**config.mk**
```make
export PLATFORM = sky130hd
export DESIGN_NAME = pipe_hazard_ctrl_flat
export DESIGN_NICKNAME = d
export VERILOG_FILES = /design/src/rtl/pipe_hazard_ctrl_if.sv /design/src/rtl/pipe_hazard_ctrl.sv /design/src/flat_wrapper.sv
export SDC_FILE = /design/constraint.sdc
export NUM_CORES = 1
export LEC_CHECK = 0
export CAP_MARGIN = 15
export CORE_ASPECT_RATIO = 1.4
export CORE_UTILIZATION = 30
export CTS_CLUSTER_DIAMETER = 40
export DETAILED_ROUTE_END_ITERATION = 6
export SLEW_MARGIN = 0
export SYNTH_ARGS = -nofsm -noshare
export SYNTH_HDL_FRONTEND = slang
export SYNTH_SLANG_ARGS = --single-unit
```
**constraint.sdc**
```tcl
create_clock -name i_clk -period 3.1 [get_ports i_clk]
set_input_delay 0.31 -clock i_clk [delete_from_list [all_inputs] [get_ports i_clk]]
set_output_delay 0.31 -clock i_clk [all_outputs]
set_load 0.05 [all_outputs]
```
**src/rtl/pipe_hazard_ctrl_if.sv**
```systemverilog
// Bundle between the ID stage / writeback ports and the hazard controller.
// The master side is the pipeline and the slave side is the controller.
interface pipe_hazard_ctrl_if #(
    parameter int NREG = 32,
    parameter int RW   = 5
);
    logic            ID_valid;
    logic [RW-1:0]   ID_rs1, ID_rs2, ID_rd;
    logic            ID_rs1_en, ID_rs2_en, ID_rd_wr;
    logic            ID_is_load, ID_is_mdu, ID_is_fence;
    logic            EX_redirect;
    logic            ld_wb_valid;
    logic [RW-1:0]   ld_wb_rd;
    logic            mdu_busy, mdu_done;
    logic [RW-1:0]   mdu_rd;
    logic            ID_stall, ID_flush, EX_flush, issue, mdu_start;
    logic [NREG-1:0] sb_pending;
    logic [31:0]     stall_cnt;

    modport master (
        output ID_valid, ID_rs1, ID_rs2, ID_rs1_en, ID_rs2_en, ID_rd, ID_rd_wr,
               ID_is_load, ID_is_mdu, ID_is_fence, EX_redirect,
               ld_wb_valid, ld_wb_rd, mdu_busy, mdu_done, mdu_rd,
        input  ID_stall, ID_flush, EX_flush, issue, mdu_start, sb_pending, stall_cnt
    );

    modport slave (
        input  ID_valid, ID_rs1, ID_rs2, ID_rs1_en, ID_rs2_en, ID_rd, ID_rd_wr,
               ID_is_load, ID_is_mdu, ID_is_fence, EX_redirect,
               ld_wb_valid, ld_wb_rd, mdu_busy, mdu_done, mdu_rd,
        output ID_stall, ID_flush, EX_flush, issue, mdu_start, sb_pending, stall_cnt
    );
endinterface

```
**src/rtl/pipe_hazard_ctrl.sv**
```systemverilog
// In-order pipeline hazard controller: long-latency scoreboard, MDU structural
// hazard, fence drain FSM and redirect/stall priority, all with zero-latency outputs.
module pipe_hazard_ctrl #(
    parameter int NREG = 32,
    parameter int RW   = 5
) (
    input  logic                i_clk,
    input  logic                i_rst_n,
    pipe_hazard_ctrl_if.slave   bus
);
    typedef enum logic {RUN, DRAIN} state_e;

    state_e          state_q;
    logic [NREG-1:0] pend_q, pend_d;
    logic [31:0]     cnt_q, cnt_d;

    logic [NREG-1:0] clr, live, set;
    logic            data_hz, waw_hz, struct_hz;
    logic            drain_enter, drain_exit, stall;
    logic            stall_o, idf_o, exf_o, issue_o;

    // Same-cycle writebacks are forwarded, so cleared entries never cause a hazard.
    always_comb begin
        clr = '0;
        if (bus.ld_wb_valid) clr[bus.ld_wb_rd] = 1'b1;
        if (bus.mdu_done)    clr[bus.mdu_rd]   = 1'b1;
        live = pend_q & ~clr;

        data_hz   = (bus.ID_rs1_en && bus.ID_rs1 != '0 && live[bus.ID_rs1]) ||
                    (bus.ID_rs2_en && bus.ID_rs2 != '0 && live[bus.ID_rs2]);
        waw_hz    = bus.ID_rd_wr && bus.ID_rd != '0 && live[bus.ID_rd];
        struct_hz = bus.ID_is_mdu && bus.mdu_busy;

        drain_enter = (state_q == RUN) && bus.ID_valid && bus.ID_is_fence &&
                      !bus.EX_redirect && ((|pend_q) || bus.mdu_busy);
        drain_exit  = (state_q == DRAIN) && (live == '0) && !bus.mdu_busy;

        stall = bus.ID_valid && (data_hz || waw_hz || struct_hz || drain_enter ||
                                 ((state_q == DRAIN) && !drain_exit));

        stall_o = 1'b0;
        idf_o   = 1'b0;
        exf_o   = 1'b0;
        issue_o = 1'b0;
        if (!i_rst_n || bus.EX_redirect) begin
            idf_o = 1'b1;
            exf_o = 1'b1;
        end else if (stall) begin
            stall_o = 1'b1;
            exf_o   = 1'b1;
        end else begin
            issue_o = bus.ID_valid;
        end

        set = '0;
        if (issue_o && bus.ID_rd_wr && bus.ID_rd != '0 && (bus.ID_is_load || bus.ID_is_mdu))
            set[bus.ID_rd] = 1'b1;
        pend_d    = live | set;
        pend_d[0] = 1'b0;

        cnt_d = (stall_o && cnt_q != 32'hFFFF_FFFF) ? cnt_q + 32'd1 : cnt_q;
    end

    always_ff @(posedge i_clk) begin
        if (!i_rst_n) begin
            state_q <= RUN;
            pend_q  <= '0;
            cnt_q   <= '0;
        end else begin
            pend_q <= pend_d;
            cnt_q  <= cnt_d;
            if (bus.EX_redirect)                      state_q <= RUN;
            else if (drain_enter)                     state_q <= DRAIN;
            else if (drain_exit)                      state_q <= RUN;
        end
    end

    assign bus.ID_stall   = stall_o;
    assign bus.ID_flush   = idf_o;
    assign bus.EX_flush   = exf_o;
    assign bus.issue      = issue_o;
    assign bus.mdu_start  = issue_o && bus.ID_is_mdu;
    assign bus.sb_pending = pend_q;
    assign bus.stall_cnt  = cnt_q;
endmodule

```
**src/flat_wrapper.sv**
```systemverilog
// flat-port wrapper written by rule: the top's interface ports become plain ports
module pipe_hazard_ctrl_flat 
#(
    parameter int NREG = 32,
    parameter int RW   = 5
)
  (i_clk, i_rst_n, bus_ID_valid, bus_ID_rs1, bus_ID_rs2, bus_ID_rs1_en, bus_ID_rs2_en, bus_ID_rd, bus_ID_rd_wr, bus_ID_is_load, bus_ID_is_mdu, bus_ID_is_fence, bus_EX_redirect, bus_ld_wb_valid, bus_ld_wb_rd, bus_mdu_busy, bus_mdu_done, bus_mdu_rd, bus_ID_stall, bus_ID_flush, bus_EX_flush, bus_issue, bus_mdu_start, bus_sb_pending, bus_stall_cnt);
  pipe_hazard_ctrl_if #(.NREG(NREG), .RW(RW)) bus_i ();
  input  logic i_clk;
  input  logic i_rst_n;
  input wire logic [$bits(bus_i.ID_valid)-1:0] bus_ID_valid;
  input wire logic [$bits(bus_i.ID_rs1)-1:0] bus_ID_rs1;
  input wire logic [$bits(bus_i.ID_rs2)-1:0] bus_ID_rs2;
  input wire logic [$bits(bus_i.ID_rs1_en)-1:0] bus_ID_rs1_en;
  input wire logic [$bits(bus_i.ID_rs2_en)-1:0] bus_ID_rs2_en;
  input wire logic [$bits(bus_i.ID_rd)-1:0] bus_ID_rd;
  input wire logic [$bits(bus_i.ID_rd_wr)-1:0] bus_ID_rd_wr;
  input wire logic [$bits(bus_i.ID_is_load)-1:0] bus_ID_is_load;
  input wire logic [$bits(bus_i.ID_is_mdu)-1:0] bus_ID_is_mdu;
  input wire logic [$bits(bus_i.ID_is_fence)-1:0] bus_ID_is_fence;
  input wire logic [$bits(bus_i.EX_redirect)-1:0] bus_EX_redirect;
  input wire logic [$bits(bus_i.ld_wb_valid)-1:0] bus_ld_wb_valid;
  input wire logic [$bits(bus_i.ld_wb_rd)-1:0] bus_ld_wb_rd;
  input wire logic [$bits(bus_i.mdu_busy)-1:0] bus_mdu_busy;
  input wire logic [$bits(bus_i.mdu_done)-1:0] bus_mdu_done;
  input wire logic [$bits(bus_i.mdu_rd)-1:0] bus_mdu_rd;
  output wire logic [$bits(bus_i.ID_stall)-1:0] bus_ID_stall;
  output wire logic [$bits(bus_i.ID_flush)-1:0] bus_ID_flush;
  output wire logic [$bits(bus_i.EX_flush)-1:0] bus_EX_flush;
  output wire logic [$bits(bus_i.issue)-1:0] bus_issue;
  output wire logic [$bits(bus_i.mdu_start)-1:0] bus_mdu_start;
  output wire logic [$bits(bus_i.sb_pending)-1:0] bus_sb_pending;
  output wire logic [$bits(bus_i.stall_cnt)-1:0] bus_stall_cnt;
  assign bus_i.ID_valid = bus_ID_valid;
  assign bus_i.ID_rs1 = bus_ID_rs1;
  assign bus_i.ID_rs2 = bus_ID_rs2;
  assign bus_i.ID_rs1_en = bus_ID_rs1_en;
  assign bus_i.ID_rs2_en = bus_ID_rs2_en;
  assign bus_i.ID_rd = bus_ID_rd;
  assign bus_i.ID_rd_wr = bus_ID_rd_wr;
  assign bus_i.ID_is_load = bus_ID_is_load;
  assign bus_i.ID_is_mdu = bus_ID_is_mdu;
  assign bus_i.ID_is_fence = bus_ID_is_fence;
  assign bus_i.EX_redirect = bus_EX_redirect;
  assign bus_i.ld_wb_valid = bus_ld_wb_valid;
  assign bus_i.ld_wb_rd = bus_ld_wb_rd;
  assign bus_i.mdu_busy = bus_mdu_busy;
  assign bus_i.mdu_done = bus_mdu_done;
  assign bus_i.mdu_rd = bus_mdu_rd;
  assign bus_ID_stall = bus_i.ID_stall;
  assign bus_ID_flush = bus_i.ID_flush;
  assign bus_EX_flush = bus_i.EX_flush;
  assign bus_issue = bus_i.issue;
  assign bus_mdu_start = bus_i.mdu_start;
  assign bus_sb_pending = bus_i.sb_pending;
  assign bus_stall_cnt = bus_i.stall_cnt;
  pipe_hazard_ctrl #(.NREG(NREG), .RW(RW)) u_core (.i_clk(i_clk), .i_rst_n(i_rst_n), .bus(bus_i));
endmodule
```
---- After elaboration in Yosys (flattened, before gate mapping) ----
Cells that the tools add are included.
cells by class
  bitwise gates (word level) .............. 6
  $lt $le $gt $ge ......................... 8
  equality and inequality tests ........... 1
  add/sub/neg operators ................... 1
  multiplexer cells ....................... 23
  reduce and logical (&&, ||, !) cells .... 42
operators by type and width
  kind                                                                    count
  32-bit 2-to-1 mux                                                       3
  32-bit OR                                                               2
  32-bit by 1-bit adder with 32-bit output (second input constant)        1
  32-bit AND                                                              1
  32-bit logical NOT                                                      1
  32-bit != test (second input constant)                                  1
  32-bit NOT                                                              1
  32-bit OR reduction                                                     1
  5-bit by 6-bit < comparator with 1-bit output (second input constant)   5
  1-bit logical AND                                                       23
  1-bit binary-select mux with 5-bit select                               3
  1-bit demux with 5-bit select                                           3
  5-bit by 1-bit >= comparator with 1-bit output (second input constant)  3
  5-bit nonzero test                                                      3
  1-bit 2-to-1 mux                                                        14
  1-bit logical OR                                                        8
  1-bit logical NOT                                                       4
  1-bit NOT                                                               2
  2-bit nonzero test                                                      1
  2-bit OR reduction                                                      1
storage, ports and cells
  flip-flop bits (word level) ............. 65
  logic and storage cells ................. 85
  input bits .............................. 38

---- Longest topological paths before layout ----
Gate-level depths: netlist of run 1.
  depth after elaboration ................. 25
  depth in mapped cells ................... 13

---- Worst setup path after synthesis of run 1 ----
No wires, ideal clock.
  path kind ............................... input -> output
  from .................................... in bus_mdu_rd[3]
  to ...................................... out bus_mdu_start
  path buffers ............................ 0
  stages .................................. 10
  setup slack ............................. -0.906 ns
  required time ........................... 2.790 ns
  arrival ................................. 3.696 ns
  path through ............................ or4b_4 o221ai_2 or4b_1 nor4_1 nand4_1 a21oi_1 nor4b_2 nand2_1 nor2_1 and2_1
between the ends
  word-level cells in the longest chain between the ends .. 20
ends and longest elaborated chain
  element                                                                                                                                line                    RTL
  start, declared                                                                                                                        flat_wrapper.sv:26      input wire logic [$bits(bus_i.mdu_rd)-1:0] bus_mdu_rd;
  5-bit by 6-bit < comparator with 1-bit output (implied by the code) or 5-bit by 1-bit >= comparator with 1-bit output (tied branches)  pipe_hazard_ctrl.sv:26  if (bus.mdu_done) clr[bus.mdu_rd] = 1'b1;
  1-bit logical AND (implied by the code)                                                                                                pipe_hazard_ctrl.sv:26
  1-bit 2-to-1 mux (implied by the code)                                                                                                 pipe_hazard_ctrl.sv:26
  1-bit demux with 5-bit select *                                                                                                        -
  32-bit OR (no line) *                                                                                                                  -
  32-bit 2-to-1 mux *                                                                                                                    pipe_hazard_ctrl.sv:26
  32-bit NOT *                                                                                                                           pipe_hazard_ctrl.sv:27  live = pend_q & ~clr;
  32-bit AND *                                                                                                                           pipe_hazard_ctrl.sv:27
  (+3 left out)                                                                                                                          -
  1-bit logical OR                                                                                                                       pipe_hazard_ctrl.sv:29  data_hz = (bus.ID_rs1_en && bus.ID_rs1 != '0 && live[bus.ID_rs1]) ||
  1-bit logical OR (3 in a row)                                                                                                          pipe_hazard_ctrl.sv:38  stall = bus.ID_valid && (data_hz || waw_hz || struct_hz || drain_enter ||
  1-bit logical OR *                                                                                                                     pipe_hazard_ctrl.sv:38
  1-bit logical AND *                                                                                                                    pipe_hazard_ctrl.sv:38
  1-bit 2-to-1 mux *                                                                                                                     pipe_hazard_ctrl.sv:48  end else if (stall) begin
  1-bit 2-to-1 mux *                                                                                                                     pipe_hazard_ctrl.sv:45  if (!i_rst_n || bus.EX_redirect) begin
  named net bus_issue                                                                                                                    flat_wrapper.sv:30      output wire logic [$bits(bus_i.issue)-1:0] bus_issue;
  1-bit logical AND *                                                                                                                    pipe_hazard_ctrl.sv:82  assign bus.mdu_start = issue_o && bus.ID_is_mdu;
  end, declared                                                                                                                          flat_wrapper.sv:31      output wire logic [$bits(bus_i.mdu_start)-1:0] bus_mdu_start;
The timed path passes the listed nets; every way through them passes the cells marked *. The select of a mux whose other input is x is not followed.

---- Worst setup path in the final report of run 1 ----
  from .................................... in bus_ld_wb_rd[2]
  to ...................................... out bus_ID_stall
between the ends
  word-level cells in the longest chain between the ends .. 20
ends and longest elaborated chain
  element                                                                                                                                line                                            RTL
  start, declared                                                                                                                        flat_wrapper.sv:23                              input wire logic [$bits(bus_i.ld_wb_rd)-1:0] bus_ld_wb_rd;
  5-bit by 6-bit < comparator with 1-bit output (implied by the code) or 5-bit by 1-bit >= comparator with 1-bit output (tied branches)  pipe_hazard_ctrl.sv:25                          if (bus.ld_wb_valid) clr[bus.ld_wb_rd] = 1'b1;
  1-bit logical AND (implied by the code)                                                                                                pipe_hazard_ctrl.sv:25
  1-bit 2-to-1 mux (implied by the code)                                                                                                 pipe_hazard_ctrl.sv:25
  1-bit demux with 5-bit select *                                                                                                        -
  32-bit 2-to-1 mux *                                                                                                                    pipe_hazard_ctrl.sv:25
  32-bit OR (no line)                                                                                                                    -
  32-bit 2-to-1 mux *                                                                                                                    pipe_hazard_ctrl.sv:26
  32-bit NOT *                                                                                                                           pipe_hazard_ctrl.sv:27
  (+2 left out)                                                                                                                          -
  1-bit 2-to-1 mux, on equally long branches                                                                                             pipe_hazard_ctrl.sv:29, pipe_hazard_ctrl.sv:30
  1-bit logical AND, on equally long branches                                                                                            pipe_hazard_ctrl.sv:29, pipe_hazard_ctrl.sv:30
  1-bit logical OR                                                                                                                       pipe_hazard_ctrl.sv:29
  1-bit logical OR (3 in a row)                                                                                                          pipe_hazard_ctrl.sv:38
  1-bit logical OR *                                                                                                                     pipe_hazard_ctrl.sv:38
  1-bit logical AND *                                                                                                                    pipe_hazard_ctrl.sv:38
  1-bit 2-to-1 mux *                                                                                                                     pipe_hazard_ctrl.sv:48
  1-bit 2-to-1 mux *                                                                                                                     pipe_hazard_ctrl.sv:45
  end, declared                                                                                                                          flat_wrapper.sv:27                              output wire logic [$bits(bus_i.ID_stall)-1:0] bus_ID_stall;
Every way passes the cells marked *; elsewhere a longest branch is shown, timed or not. The select of a mux whose other input is x is not followed.

==> results of run 1 <==
==> layout make-up <==
cell class / instances / area [um^2] / share of cell area [%]
multi-input combinational: 472 / 3800 / 45.3
timing repair buffer: 311 / 2720 / 32.4
sequential: 64 / 1290 / 15.4
clock buffer: 11 / 243 / 2.89
tap: 192 / 240 / 2.86
inverter: 12 / 47.5 / 0.566
clock inverter: 4 / 45.0 / 0.536
antenna: 2 / 5.00 / 0.0596
==> state kept, by name (all words and copies together), names as in the netlist <==
signal and flops:
u_core.bus.stall_cnt 32, u_core.state_q 1, u_core.bus.sb_pending 31
==> stage by stage <==
step | utilization [%] | hold WS, ns | instances | setup TNS (ns)
floorplan | - | 0.460 | 585 | -2.09
global placement | 48.3 | 0.471 | 1023 | -69.53
detailed placement | 48.3 | 0.488 | 1023 | -72.99
CTS | 54.5 | 0.325 | 1064 | -17.86
global route | 55.6 | 0.350 | 1068 | -19.99
finish | 55.6 | 0.331 | 1068 | -14.25
==> worst paths after layout <==
path,from,endpoint,slack (ns),depth (start not counted)
worst min-delay path,i_rst_n,u_core.bus.stall_cnt[30],0.33,3
worst max-delay path,bus_ld_wb_rd[2],bus_ID_stall,-0.42,13
worst max register to register,u_core.bus.sb_pending[19],u_core.bus.stall_cnt[25],-0.06,13
worst min register to register,u_core.bus.stall_cnt[4],u_core.bus.stall_cnt[4],0.49,2
==> cell usage in the layout, fill, tap and decap left out, types with 9 or more instances in the layout <==
master and instances:
nor4_1 13, and3_1 15, nand4_1 18, dfxtp_2 11, clkdlybuf4s50_1 83, o221ai_2 13
nand2b_1 18, mux2i_1 24, buf_6 31, dfxtp_1 53, o31ai_1 9, nand2_1 54
o221ai_1 9, a2bb2o_4 10, nand3_2 13, nor3_1 19, buf_4 179, a21oi_1 9
a22o_1 17, clkbuf_16 9, nand3_1 22, inv_1 11, o221a_2 10, or4_1 10
nor2_1 39
==> what timing repair did <==
action,in CTS,in global routing
pin swaps,38,27
resized for setup,162,35
setup buffers,28,6
gates cloned,0,0
setup endpoints to repair,67,67
==> synth_stat cells (all sizes together) (14+ instances only) <==
cell type   n
a2bb2o     14
and3       17
o221ai     26
nand2b     22
nand2      57
dfxtp      64
mux2i      24
nor3       20
clkbuf     30
nor4       15
nand3      36
a22o       17
nand4      18
nor2       43
a21oi      16
==> worst max-delay path, stage by stage <==
cell      delay [ns]
buf_6           0.10
buf_4           0.12
nand4b_1        0.36
o221ai_2        0.30
buf_4           0.18
nand4_1         0.14
nor4_4          0.34
nand4_1         0.21
a21oi_2         0.19
or4b_4          0.51
o21ai_4         0.21
inv_4           0.06
buf_8           0.15
==> cell families after synthesis <==
family / Yosys count / share of synthesized area [%]
flops: 64 / 27.4
other cells: 1 / 0.0801
mux: 27 / 6.33
xor+xnor: 4 / 0.748
simple gates: 291 / 34.8
compound gates: 148 / 26.1
buf+inv: 49 / 4.27
fa+ha+maj: 1 / 0.267
==> where the power goes <==
group	switching, mW	internal, mW	leakage (nW)	total [mW]
registers	0.00275	0.825	0.521	0.828
clock network	0.374	0.635	0.145	1.01
logic	0.259	0.238	2.68	0.497
==> per-layer routing <==
metal / vias up / GRT usage [%] / wire (um)
met3: 106 / 4.36 / 1310
met1: 3002 / 30.4 / 8610
met4: 0 / 20.3 / 1660
li1: 2878 / - / -
met5: - / 0 / 0
met2: 314 / 53.1 / 11900
==> qor.yml, run 1 <==
p_leak_nw: 3.34
cts.sink_count: 64
htree_levels: 3
grt_max_degree: 52
synthesis.nets: 624
drc: 0
path_class: "in -> out"
coreArea_mm2: 0.0151
die_w_um: 108
cts-root-buf: "clkbuf_16"
finalPower_mw: 2.33
clk_latency_ns: 0.34
antenna_left: 0
grt_pass1_wl_mm: 35.5
cp-end-kind: "output port"
start_util_pct: 31.0
ys.warnings.count: 0
cp.arrival_ns: 3.21
clk_pin_slew_worst_paths_ns: 0.05
die_y_um: 150
grt_util_all_layers_pct: 29.2
drt_iter0_markers: 368
cts_max_path_buffers: 2
dr.pass1.iters: 5
violations: "negative setup slack"
synthTopCellsByArea: "dfxtp_1 27%, mux2i_1 5.1%, o221ai_1 4.7%"
cp.required_ns: 2.79
final_cell_area_mm2: 0.00840
critPathLaunchType: "primary input"
final-hold-violation-count: 0
cap_viol_max_count: 0
skew_ns: 0.00459
slew_viol_final: 0
num_vias: 6300
seq_area_frac_synth_pct: 27.4
area_growth_pct: 79.3
drive_gt1_share_pct: 40.3
n_fill_cell: 1376
synthFlopType: "dfxtp_1"
period_minus_slack_ns: 3.52
gp_congestion: 1.02
post-dp-hpwl_mm: 17.4
synth.distinct_cells: 71
timing.fmax_mhz: 284
io_buffers: 105
worst_slew_pin_slew_ns: 0.720
netlist_instances: 585
synthArstFlopShare_pct: 0
rows: 53
synth-edff-count: 0
dp_slack_ns: -1.20
finalWirelength_mm: 23.5
ir_worst_vdd_uv: 271
grt-ovfl-total: 0
cts_tree: "yes"
power_density_mw_per_mm2: 278
avgSynthCellArea_um2: 8.01
path_max_fanout: 5
synth-seq-cells: 64
cts_hold_buf: 0
hold_path.class: "in -> reg"
slew_headroom_pct: 51.6
synth_area_leader_cell: "dfxtp_1"
setup_slack_ns: -0.418
synth_area_mm2: 0.00468
status: "complete, but fails checks"
grt_pass1_vias: 6467
ios: 107
dieArea_mm2: 0.0161
vias_per_cell: 5.90
antenna_found_initial: 2
wire_per_inst_um: 22.0
nNetsFinal: 909
setup_viol: 66
rsz0062_at_grt: "yes"
finalCritPeriodShare_pct: 113
yosysTopAreaCellShare_pct: 27.4
numCtsBuffers: 9
dpl_cell_area_mm2: 0.00730
Power figures use the tool's default switching activity.
==> run 2, diff against run 1 <==
Settings changed: CTS_CLUSTER_DIAMETER 40 to unset, CTS_CLUSTER_SIZE set to 20.
==> results of run 2 <==
Final layout, timing and power as in run 1 (identical DEF).
==> run 3, diff against run 2 <==
Settings changed: ABC_AREA set to 1, CORE_MARGIN set to 3.
==> qor.yml, run 3 <==
status: "finished clean"
reg2regPathDepth: 16  # +3
wl_met3_mm: 1.04  # -20%
wl_met2_mm: 10.9  # -8.1%
placedCellCount: 1268  # +24%
path_cells: "or2_2, nor3_1, nand4_1, nor2_1, nand2_1, nand2_1, nand3_2, nor2_2, nand3_2, inv_2, nand2_2, inv_2, buf_4, buf_12"
critPathSlowestCell: "dfxtp_1"
diodes: 0  # -2
top_layer: "met4"
drive_gt1_share_pct: 15.9  # -24 points
gp_congestion: 0.986  # -3.6%
grt_util_all_layers_pct: 22.9  # -6.3 points
nNetsFinal: 1122  # +23%
ys.warnings.count: 0  # unchanged
numCtsBuffers: 9  # unchanged
num_vias: 6674  # +5.9%
post-dp-hpwl_mm: 16.8  # -3.4%
slew_viol_final: 0  # unchanged
ir_worst_vdd_uv: 252  # -7.1%
grt_max_degree: 64  # +23%
synthArstFlopShare_pct: 0  # unchanged
cts_tree: "yes"
slew_headroom_pct: 52.5  # +0.84 points
synth-edff-count: 0  # unchanged
holdPathStages: 2  # -1
finalWirelength_mm: 21.5  # -8.2%
layout_common_cells: "294 x nand2_1, 106 x nand3_1, 96 x nor2_1"
htree_levels: 3  # unchanged
area_growth_pct: 48.3
synthesis.nets: 945  # +51%
cts_hold_buf: 0  # unchanged
dieArea_mm2: 0.0186  # +15%
dpl_cell_area_mm2: 0.00703  # -3.6%
final_cell_area_mm2: 0.00755  # -10%
power_density_mw_per_mm2: 296  # +6.6%
vias_per_cell: 5.19  # -12%
final_common_cell: "nand2_1"
cts_max_path_buffers: 2  # unchanged
cp.arrival_ns: 2.59  # -0.62 ns
cts.sink_count: 64  # unchanged
clk_pin_slew_worst_paths_ns: 0.05  # about the same
critPathLaunchType: "flip-flop"
skew_ns: 0.00406  # -0.000528 ns
synth-seq-cells: 64  # unchanged
netlist_instances: 906  # +55%
clk_latency_ns: 0.33  # about the same
synthTopCellsByArea: "dfxtp_1 25%, nand2_1 23%, nand3_1 12%"
synth.distinct_cells: 26  # -63%
cts-root-buf: "clkbuf_16"
yosysTopAreaCellShare_pct: 25.2  # -2.2 points
hold_path.class: "reg -> reg"
cap_viol_max_count: 0  # unchanged
worstSetupPathDepth: 14  # +1
ios: 107  # unchanged
grt_pass1_wl_mm: 33.5  # -5.6%
rsz0062_at_grt: "no"
avgSynthCellArea_um2: 5.62  # -30%
largest_reg_flops: 32  # unchanged
cp-end-kind: "output port"
die_y_um: 160  # +6.9%
finalCritPeriodShare_pct: 93.6  # -20 points
crit_buf_inv: 4  # -1
p_leak_nw: 3.09  # -7.5%
max_stage_delay_ns: 0.37  # -0.14 ns
die_w_um: 116  # +7.9%
yosysMostFrequentCell: "nand2_1"
grt-ovfl-total: 0  # unchanged
setup_viol: 0  # -100%
coreArea_mm2: 0.0164  # +8.3%
wire_per_inst_um: 16.7  # -24%
synth_commonest_cells: "308 x nand2_1, 124 x nand3_1, 110 x nor2_1"
period_minus_slack_ns: 2.90  # -0.616 ns
wl_met1_mm: 8.35  # -3.0%
antenna_left: 0  # unchanged
synth_area_leader_cell: "dfxtp_1"
rows: 55  # +3.8%
timing.fmax_mhz: 345  # +21%
fin_setup_tns_ns: 0  # +14.25 ns
seq_area_frac_synth_pct: 25.2  # -2.2 points
cp_top_family: "simple AND/OR/NAND/NOR gates"
worst_slew_pin_slew_ns: 0.713  # -0.00705 ns
cp.required_ns: 2.79  # about the same
drc: 0  # unchanged
path_max_fanout: 4  # -1
dr.pass1.iters: 6  # +1
io_buffers: 105  # unchanged
synth_area_mm2: 0.00509  # +8.7%
final-hold-violation-count: 0  # unchanged
start_util_pct: 31.1  # +0.11 points
synthFlopType: "dfxtp_1"
antenna_found_initial: 0  # -2
path_class: "reg -> out"
grt_pass1_vias: 6435  # -0.49%
layout.cells.non_filler: 1286  # +20%
drt_iter0_markers: 459  # +25%
[run 3: cell types whose count changed in the layout (fill, tap and decap cells not counted), moves of 18 or more]
cell and delta:
nand3_1 +84, xor2_1 +27, buf_4 -103, a21oi_1 +58, nand2_1 +240, mux2i_1 -24
buf_6 -27, inv_1 +58, nor2_2 +18, nor2_1 +57, nand2b_1 -18, nand4_1 +18
[run 3: where the power goes]
part / leakage (nW) / switching, mW / internal [mW]
clock network: 0.145 / 0.365 / 0.635
logic: 2.43 / 0.251 / 0.158
registers: 0.515 / 0.00142 / 0.824
total: 3.09 / 0.618 / 1.62
[run 3: per-layer routing]
metal | vias to the layer above | track usage, %
met5 | - | 0
met2 | 261 | 40.8
met4 | 0 | 12.5
li1 | 3329 | -
met3 | 79 | 3.56
met1 | 3005 | 25.4
[run 3: worst paths after layout]
path,endpoint,slack (ns),startpoint
max reg2reg,u_core.bus.sb_pending[23],0.51,u_core.bus.sb_pending[1]
min reg2reg,u_core.bus.stall_cnt[31],0.48,u_core.bus.stall_cnt[31]
max,bus_issue,0.20,u_core.bus.sb_pending[1]
min,u_core.bus.stall_cnt[31],0.48,u_core.bus.stall_cnt[31]
[run 3: area by class of cell]
class | count | area [um^2]
clock buffers | 11 | 243
clock inverters | 4 | 45.0
fillers | 1748 | 8830
inverters | 78 | 293
multi-input cells | 737 | 3570
flip-flops and latches | 64 | 1280
well taps | 199 | 249
repair buffers | 193 | 1870
[run 3: per-stage QoR]
step / total power [mW] / setup slack (ns) / hold WS [ns] / util, %
floorplan: 1.04 / 0.132 / 0.461 / -
global placement: 1.23 / -0.217 / 0.476 / 42.9
detailed placement: 1.23 / -0.256 / 0.473 / 42.9
CTS: 2.24 / 0.000573 / 0.483 / 45.1
global route: 2.32 / 0.00287 / 0.514 / 46.1
finish: 2.24 / 0.198 / 0.484 / 46.1
[run 3: timing repair]
| action | in CTS | in global routing |
|---|---|---|
| setup endpoints to repair | 4 | 4 |
| resized for setup | 28 | 42 |
| buffers inserted | 1 | 2 |
| pin swaps | 4 | 11 |
[run 3: logic make-up after synthesis]
group           after synthesis  share of synthesized area, %
compound gates               72                          7.08
xor+xnor                     30                          5.16
fa+ha+maj                     1                         0.246
buf+inv                     105                          8.45
flops                        64                          25.2
other cells                   1                        0.0736
simple gates                633                          53.8
[run 3: worst min-delay path, cell delays in order, from the launching register on]
cell and delay [ns]:
dfxtp_1 0.32, nand2_1 0.06, a21oi_1 0.06
==> RTL change 1: new RTL, config.mk and constraints of run 2 <==
Reset style: asynchronous (`i_rst_n`), changed in one clocked block.
--- a/src/rtl/pipe_hazard_ctrl.sv
+++ b/src/rtl/pipe_hazard_ctrl.sv
@@ -61,7 +61,7 @@
         cnt_d = (stall_o && cnt_q != 32'hFFFF_FFFF) ? cnt_q + 32'd1 : cnt_q;
     end
 
-    always_ff @(posedge i_clk) begin
+    always_ff @(posedge i_clk or negedge i_rst_n) begin
         if (!i_rst_n) begin
             state_q <= RUN;
             pend_q  <= '0;
Formal check against the unedited RTL: differs if i_rst_n is asserted again (counterexample within 4 cycles, from zero or initial values and one cycle with i_rst_n low); with i_rst_n held inactive, the same outputs for 4 cycles.
==> RTL change 1 against run 2 <==
The run still ends with negative setup slack left; sequential cell count did not move; setup slack improved by 0.20 ns; combinational power rose by 76%; die area fell by 6.0%; cell area fell by 7.4%; area after synthesis fell by 6.1%; cell count fell by 13%; total power rose by 28%; wire length fell by 14%; largest power group unchanged.
==> RTL change 1: results (changes against run 2) <==
metric,value,unit,change
status,finished with violations,,
failing checks,negative setup slack,,
Diodes inserted,0,,-2
Adder-Cell Fraction of Synth Area,0.2843,%,+0.017 points
Syn Nets,528,,-15%
XOR/XNOR share of the synthesized area,6.170,%,+5.4 points
largest cells by area after synthesis,"dfrtp_1 36%, xnor2_1 5.6%, o221ai_1 5.4%, mux2i_1 4.3%, nand2_1 3.3%",,
Max IR drop VDD,0.4696,mV,+73%
Compound-Gate Fraction of Synth Area,17.88,%,-8.2 points
nets@finish,774,,-15%
Via density,5.630,,-4.6%
Max stage delay on crit path,0.60,ns,+0.09 ns
Filler cells,1310,,-4.8%
Synth Flop Type,dfrtp_1,,
first-pass GRT wire length,31220,um,-12%
critical path peak fanout,4,,-1
Setup Viol. Count Final,30,,-55%
P_sw,0.9084,mW,+43%
initial antenna violation count,0,,-2
DP Wirelength,15400,um,-12%
worst relative slew slack,46.03,%,-5.6 points
final worst slack,-0.2180,ns,+0.2000 ns
DP Area,0.006764,sq mm,-7.3%
worst hold margin,0.2077,ns,-0.1230 ns
HP Class,in -> async,,
P_leak,3.148,nW,-5.9%
r2r setup slk,0,ns,+0.06 ns
PortBufs,105,,unchanged
Total GRT Usage,26.85,%,-2.4 points
Clock Latency Late Sink,0.33,ns,
CP arrival,3.01,ns,-0.20 ns
initial DRC count,211,,-43%
Routed WL,20240,um,-14%
Clock Skew,0.003502,ns,-0.001084 ns
sequential share of the synthesized area,36.39,%,+9.0 points
Synth async-reset ratio,100.0,%,+100 points
RD Place Congestion,0.9989,,-2.3%
Synth cell types,61,,-14%
critical path startpoint,bus_ld_wb_rd[4],,
reg2reg start,u_core.bus.sb_pending[2],,
largest net degree at the start of global routing,65,,+25%
post-synthesis mux area share,7.137,%,+0.81 points
vias in the first global route,5490,,-15%
Die Span X,104.4,um,-3.0%
layout cells sized above 1,39.86,%,-0.41 points
"top cells by count, synth","64 x dfrtp_1, 39 x nand2_1, 29 x nand3_1",,
RTL change 1: timing repair:
| action | 4_1_cts | 5_1_grt |
|---|---|---|
| endpoints found under the setup margin | 67 | 66 |
| pin swaps | 30 | 12 |
| gates cloned | 2 | 0 |
| gates resized for setup | 129 | 43 |
| buffers inserted | 12 | 12 |
RTL change 1: final timing paths:
kind / cells after the start / to
max in group asynchronous: 2 / u_core.bus.sb_pending[11]
setup reg to reg: 11 / u_core.bus.stall_cnt[11]
setup / recovery: 13 / bus_ID_stall
hold / removal: 2 / u_core.bus.stall_cnt[24]
hold reg to reg: 1 / u_core.bus.stall_cnt[23]
min in group i_clk: 1 / u_core.bus.stall_cnt[23]
RTL change 1: cells by family after synthesis:
logic type	after synthesis
xor gates and xnor gates	31
muxes	29
and+or+nand+nor	221
buffers and inverters	37
DFF	64
other	1
adders and majority gates	1
AOI/OAI and AO/OA	105
RTL change 1: layout make-up:
type,instances,area [sq um],share of cell area [%]
clock inverters,6,115.1,1.480
inverters,10,38.79,0.4987
clock buffers,10,239.0,3.073
flip-flops and latches,64,1612,20.72
well taps,189,236.5,3.041
multi-input cells,388,3158,40.60
repair buffers,262,2379,30.58
RTL change 1: metrics by stage:
stage,setup slack [ns],total power [mW],std cells,TNS [ns]
3_5_place_dp,-0.8760,1.666,891,-47.58
2_1_floorplan,-0.05773,1.305,489,-0.05773
3_3_place_gp,-0.8376,1.658,891,-45.84
6_report,-0.2180,2.985,929,-3.609
5_1_grt,-0.3009,3.084,929,-6.541
4_1_cts,-0.2328,2.986,921,-4.759
RTL change 1: metal layers:
| metal | share of wire [%] | track usage, % | up-vias |
|---|---|---|---|
| met5 | 0 | 0 | - |
| li1 | - | - | 2395 |
| met3 | 5.4 | 3.908 | 59 |
| met2 | 50 | 47.09 | 228 |
| met1 | 38 | 30.55 | 2548 |
| met4 | 6.1 | 16.29 | 0 |
RTL change 1: power groups by stage:
stage,combinational [mW],sequential (mW),clock [mW]
2_1_floorplan,0.248,1.06,0
3_3_place_gp,0.723,0.935,0
3_5_place_dp,0.731,0.935,0
4_1_cts,0.857,0.922,1.21
5_1_grt,0.919,0.931,1.23
6_report,0.875,0.923,1.19
==> RTL change 2: new RTL, config.mk and constraints of run 2 <==
Made on the original files. `RW` is set to 5 in 3 places; all go to 10.
--- a/src/rtl/pipe_hazard_ctrl_if.sv
+++ b/src/rtl/pipe_hazard_ctrl_if.sv
@@ -2,7 +2,7 @@
 // The master side is the pipeline and the slave side is the controller.
 interface pipe_hazard_ctrl_if #(
     parameter int NREG = 32,
-    parameter int RW   = 5
+    parameter int RW   = 10
 );
     logic            ID_valid;
     logic [RW-1:0]   ID_rs1, ID_rs2, ID_rd;
--- a/src/rtl/pipe_hazard_ctrl.sv
+++ b/src/rtl/pipe_hazard_ctrl.sv
@@ -2,7 +2,7 @@
 // hazard, fence drain FSM and redirect/stall priority, all with zero-latency outputs.
 module pipe_hazard_ctrl #(
     parameter int NREG = 32,
-    parameter int RW   = 5
+    parameter int RW   = 10
 ) (
     input  logic                i_clk,
     input  logic                i_rst_n,
--- a/src/flat_wrapper.sv
+++ b/src/flat_wrapper.sv
@@ -2,7 +2,7 @@
 module pipe_hazard_ctrl_flat 
 #(
     parameter int NREG = 32,
-    parameter int RW   = 5
+    parameter int RW   = 10
 )
   (i_clk, i_rst_n, bus_ID_valid, bus_ID_rs1, bus_ID_rs2, bus_ID_rs1_en, bus_ID_rs2_en, bus_ID_rd, bus_ID_rd_wr, bus_ID_is_load, bus_ID_is_mdu, bus_ID_is_fence, bus_EX_redirect, bus_ld_wb_valid, bus_ld_wb_rd, bus_mdu_busy, bus_mdu_done, bus_mdu_rd, bus_ID_stall, bus_ID_flush, bus_EX_flush, bus_issue, bus_mdu_start, bus_sb_pending, bus_stall_cnt);
   pipe_hazard_ctrl_if #(.NREG(NREG), .RW(RW)) bus_i ();
Ports: changed (5 resized); port bits go from 107 to 132. The function was not compared with the original's and may differ.
==> RTL change 2 against run 2 <==
The run still ends with negative setup slack left; sequential cell count stayed put; total power is 4.8% higher; first-iteration DRC count is 14% higher; setup slack worse by 0.10 ns; cell area is 19% higher; area after synthesis is 9.6% higher; wire length is 18% higher.
==> RTL change 2: results (changes against run 2) <==
metric,value,unit,change
Max-Cap Viols,0,,unchanged
r2r setup slk,-0.38,ns,-0.32 ns
CTS Root Cell,clkbuf_16,,
Power Internal,1.744,mW,+2.7%
sum of negative setup slack,-16.09,ns,-1.837 ns
Clock Latency Late Sink,0.34,ns,about the same
"top cells by count, synth","79 x nand3_1, 64 x dfxtp_1, 61 x nand2_1",,
largest net degree at the start of global routing,42,,-19%
Slew @ Worst Pin,0.7403,ns,+0.02014 ns
sequential share of the synthesized area,24.96,%,-2.4 points
Longest Clk Path Bufs,2,,unchanged
TritonRoute pass-1 iters,5,,unchanged
routed length per instance,21.81,um,-0.72%
status,finished with violations,,
CP arrival,3.31,ns,+0.10 ns
RD Place Congestion,1.065,,+4.1%
cts bufs inserted,9,,unchanged
vias in the first global route,7265,,+12%
max reg flops,32,,unchanged
H-Tree Level Count,3,,unchanged
HP Class,reg -> reg,,
PortBufs,125,,+19%
layout cells sized above 1,43.18,%,+2.9 points
Placed Cells,1202,,+17%
final worst slack,-0.5182,ns,-0.1001 ns
DP Wirelength,20840,um,+20%
first-pass GRT wire length,40380,um,+14%
Setup Viol. Count Final,66,,unchanged
worst hold margin,0.4847,ns,+0.1539 ns
initial antenna violation count,0,,-2
Via density,5.875,,-0.40%
failing checks,negative setup slack,,
Syn Area/Cell,7.428,sq um,-7.2%
P_leak,3.635,nW,+8.7%
Diodes inserted,0,,-2
initial DRC count,418,,+14%
Max IR drop VDD,0.2011,mV,-26%
"Clk pin slew, worst setup/hold paths",0.05,ns,about the same
DP Area,0.008367,sq mm,+15%
nets@finish,1122,,+23%
largest cells by area after synthesis,"dfxtp_1 25%, nand3_1 7.7%, nand2_1 4.5%, nand4_1 3.5%, nor2_1 3.0%",,
Syn Nets,755,,+21%
Total GRT Usage,30.07,%,+0.85 points
pre-CTS setup slack,-1.286,ns,-0.08839 ns
Clock Skew,0.007503,ns,+0.002917 ns
DR vias,7438,,+18%
## RTL change 2: changes by cell type in the layout (fill, tap and decap cells not counted), moves of 15 or more
cell,change
buf_4,+53
inv_1,+15
o31a_1,+16
a22o_1,-16
clkbuf_2,+15
nand3_1,+43
## RTL change 2: worst max-delay path, cell delays in order
cell     delay [ns]
buf_8          0.10
buf_6          0.11
or4_4          0.57
buf_4          0.17
o31a_1         0.30
a32oi_1        0.22
nand4_1        0.20
nor4_4         0.32
buf_4          0.17
o21ai_2        0.07
nor4_4         0.18
buf_4          0.16
and2_4         0.19
o21ai_4        0.07
buf_6          0.16
## RTL change 2: power groups by stage
stage	Clock, mW	Sequential [mW]	Combinational (mW)
floorplan	0	0.846	0.189
global placement	0	0.843	0.474
detailed placement	0	0.843	0.474
CTS	1.01	0.825	0.557
global route	1.04	0.825	0.646
finish	1.00	0.825	0.619
## RTL change 2: final timing paths
path | endpoint | from | cells past startpoint
hold / removal | u_core.bus.stall_cnt[1] | u_core.bus.stall_cnt[1] | 2
setup / recovery | bus_EX_flush | bus_ld_wb_rd[0] | 15
hold reg to reg | u_core.bus.stall_cnt[1] | u_core.bus.stall_cnt[1] | 2
setup reg to reg | u_core.bus.stall_cnt[5] | u_core.bus.sb_pending[2] | 16
## RTL change 2: cell families (layout without fill, tap and decap cells)
logic type | Yosys count | count (layout) | synth area share (%)
buffers and inverters | 69 | 441 | 5.558
AO/OA/AOI/OAI | 174 | 174 | 24.26
AND/OR/NAND/NOR | 354 | 354 | 39.01
multiplexers | 15 | 15 | 3.681
adder cells (fa/ha/maj) | 1 | 1 | 0.2437
other | 1 | 1 | 0.07306
flip-flops | 64 | 64 | 24.96
XOR/XNOR | 13 | 13 | 2.218
## RTL change 2: area by class of cell
type	instances	area, sq um
clock buffers	10	229.0
clock inverters	6	60.06
fillers	1430	6784
inverters	27	101.3
multi-input cells	558	4489
flip-flops and latches	64	1290
well taps	203	254.0
repair buffers	398	3538
## RTL change 2: what timing repair did
action	in CTS	in global routing
setup buffers	30	22
endpoints found under the setup margin	67	67
resized for setup	164	107
cloned	2	1
pin swaps	57	34
## RTL change 2: metal layers
layer	wire (um)	track usage, %	vias to the layer above	share of wire, %
met4	2007	20.83	0	7.3
met3	1542	4.028	111	5.6
met1	10420	32.73	3565	38
met2	13640	53.85	328	49
met5	0	0	-	0
li1	-	-	3434	-
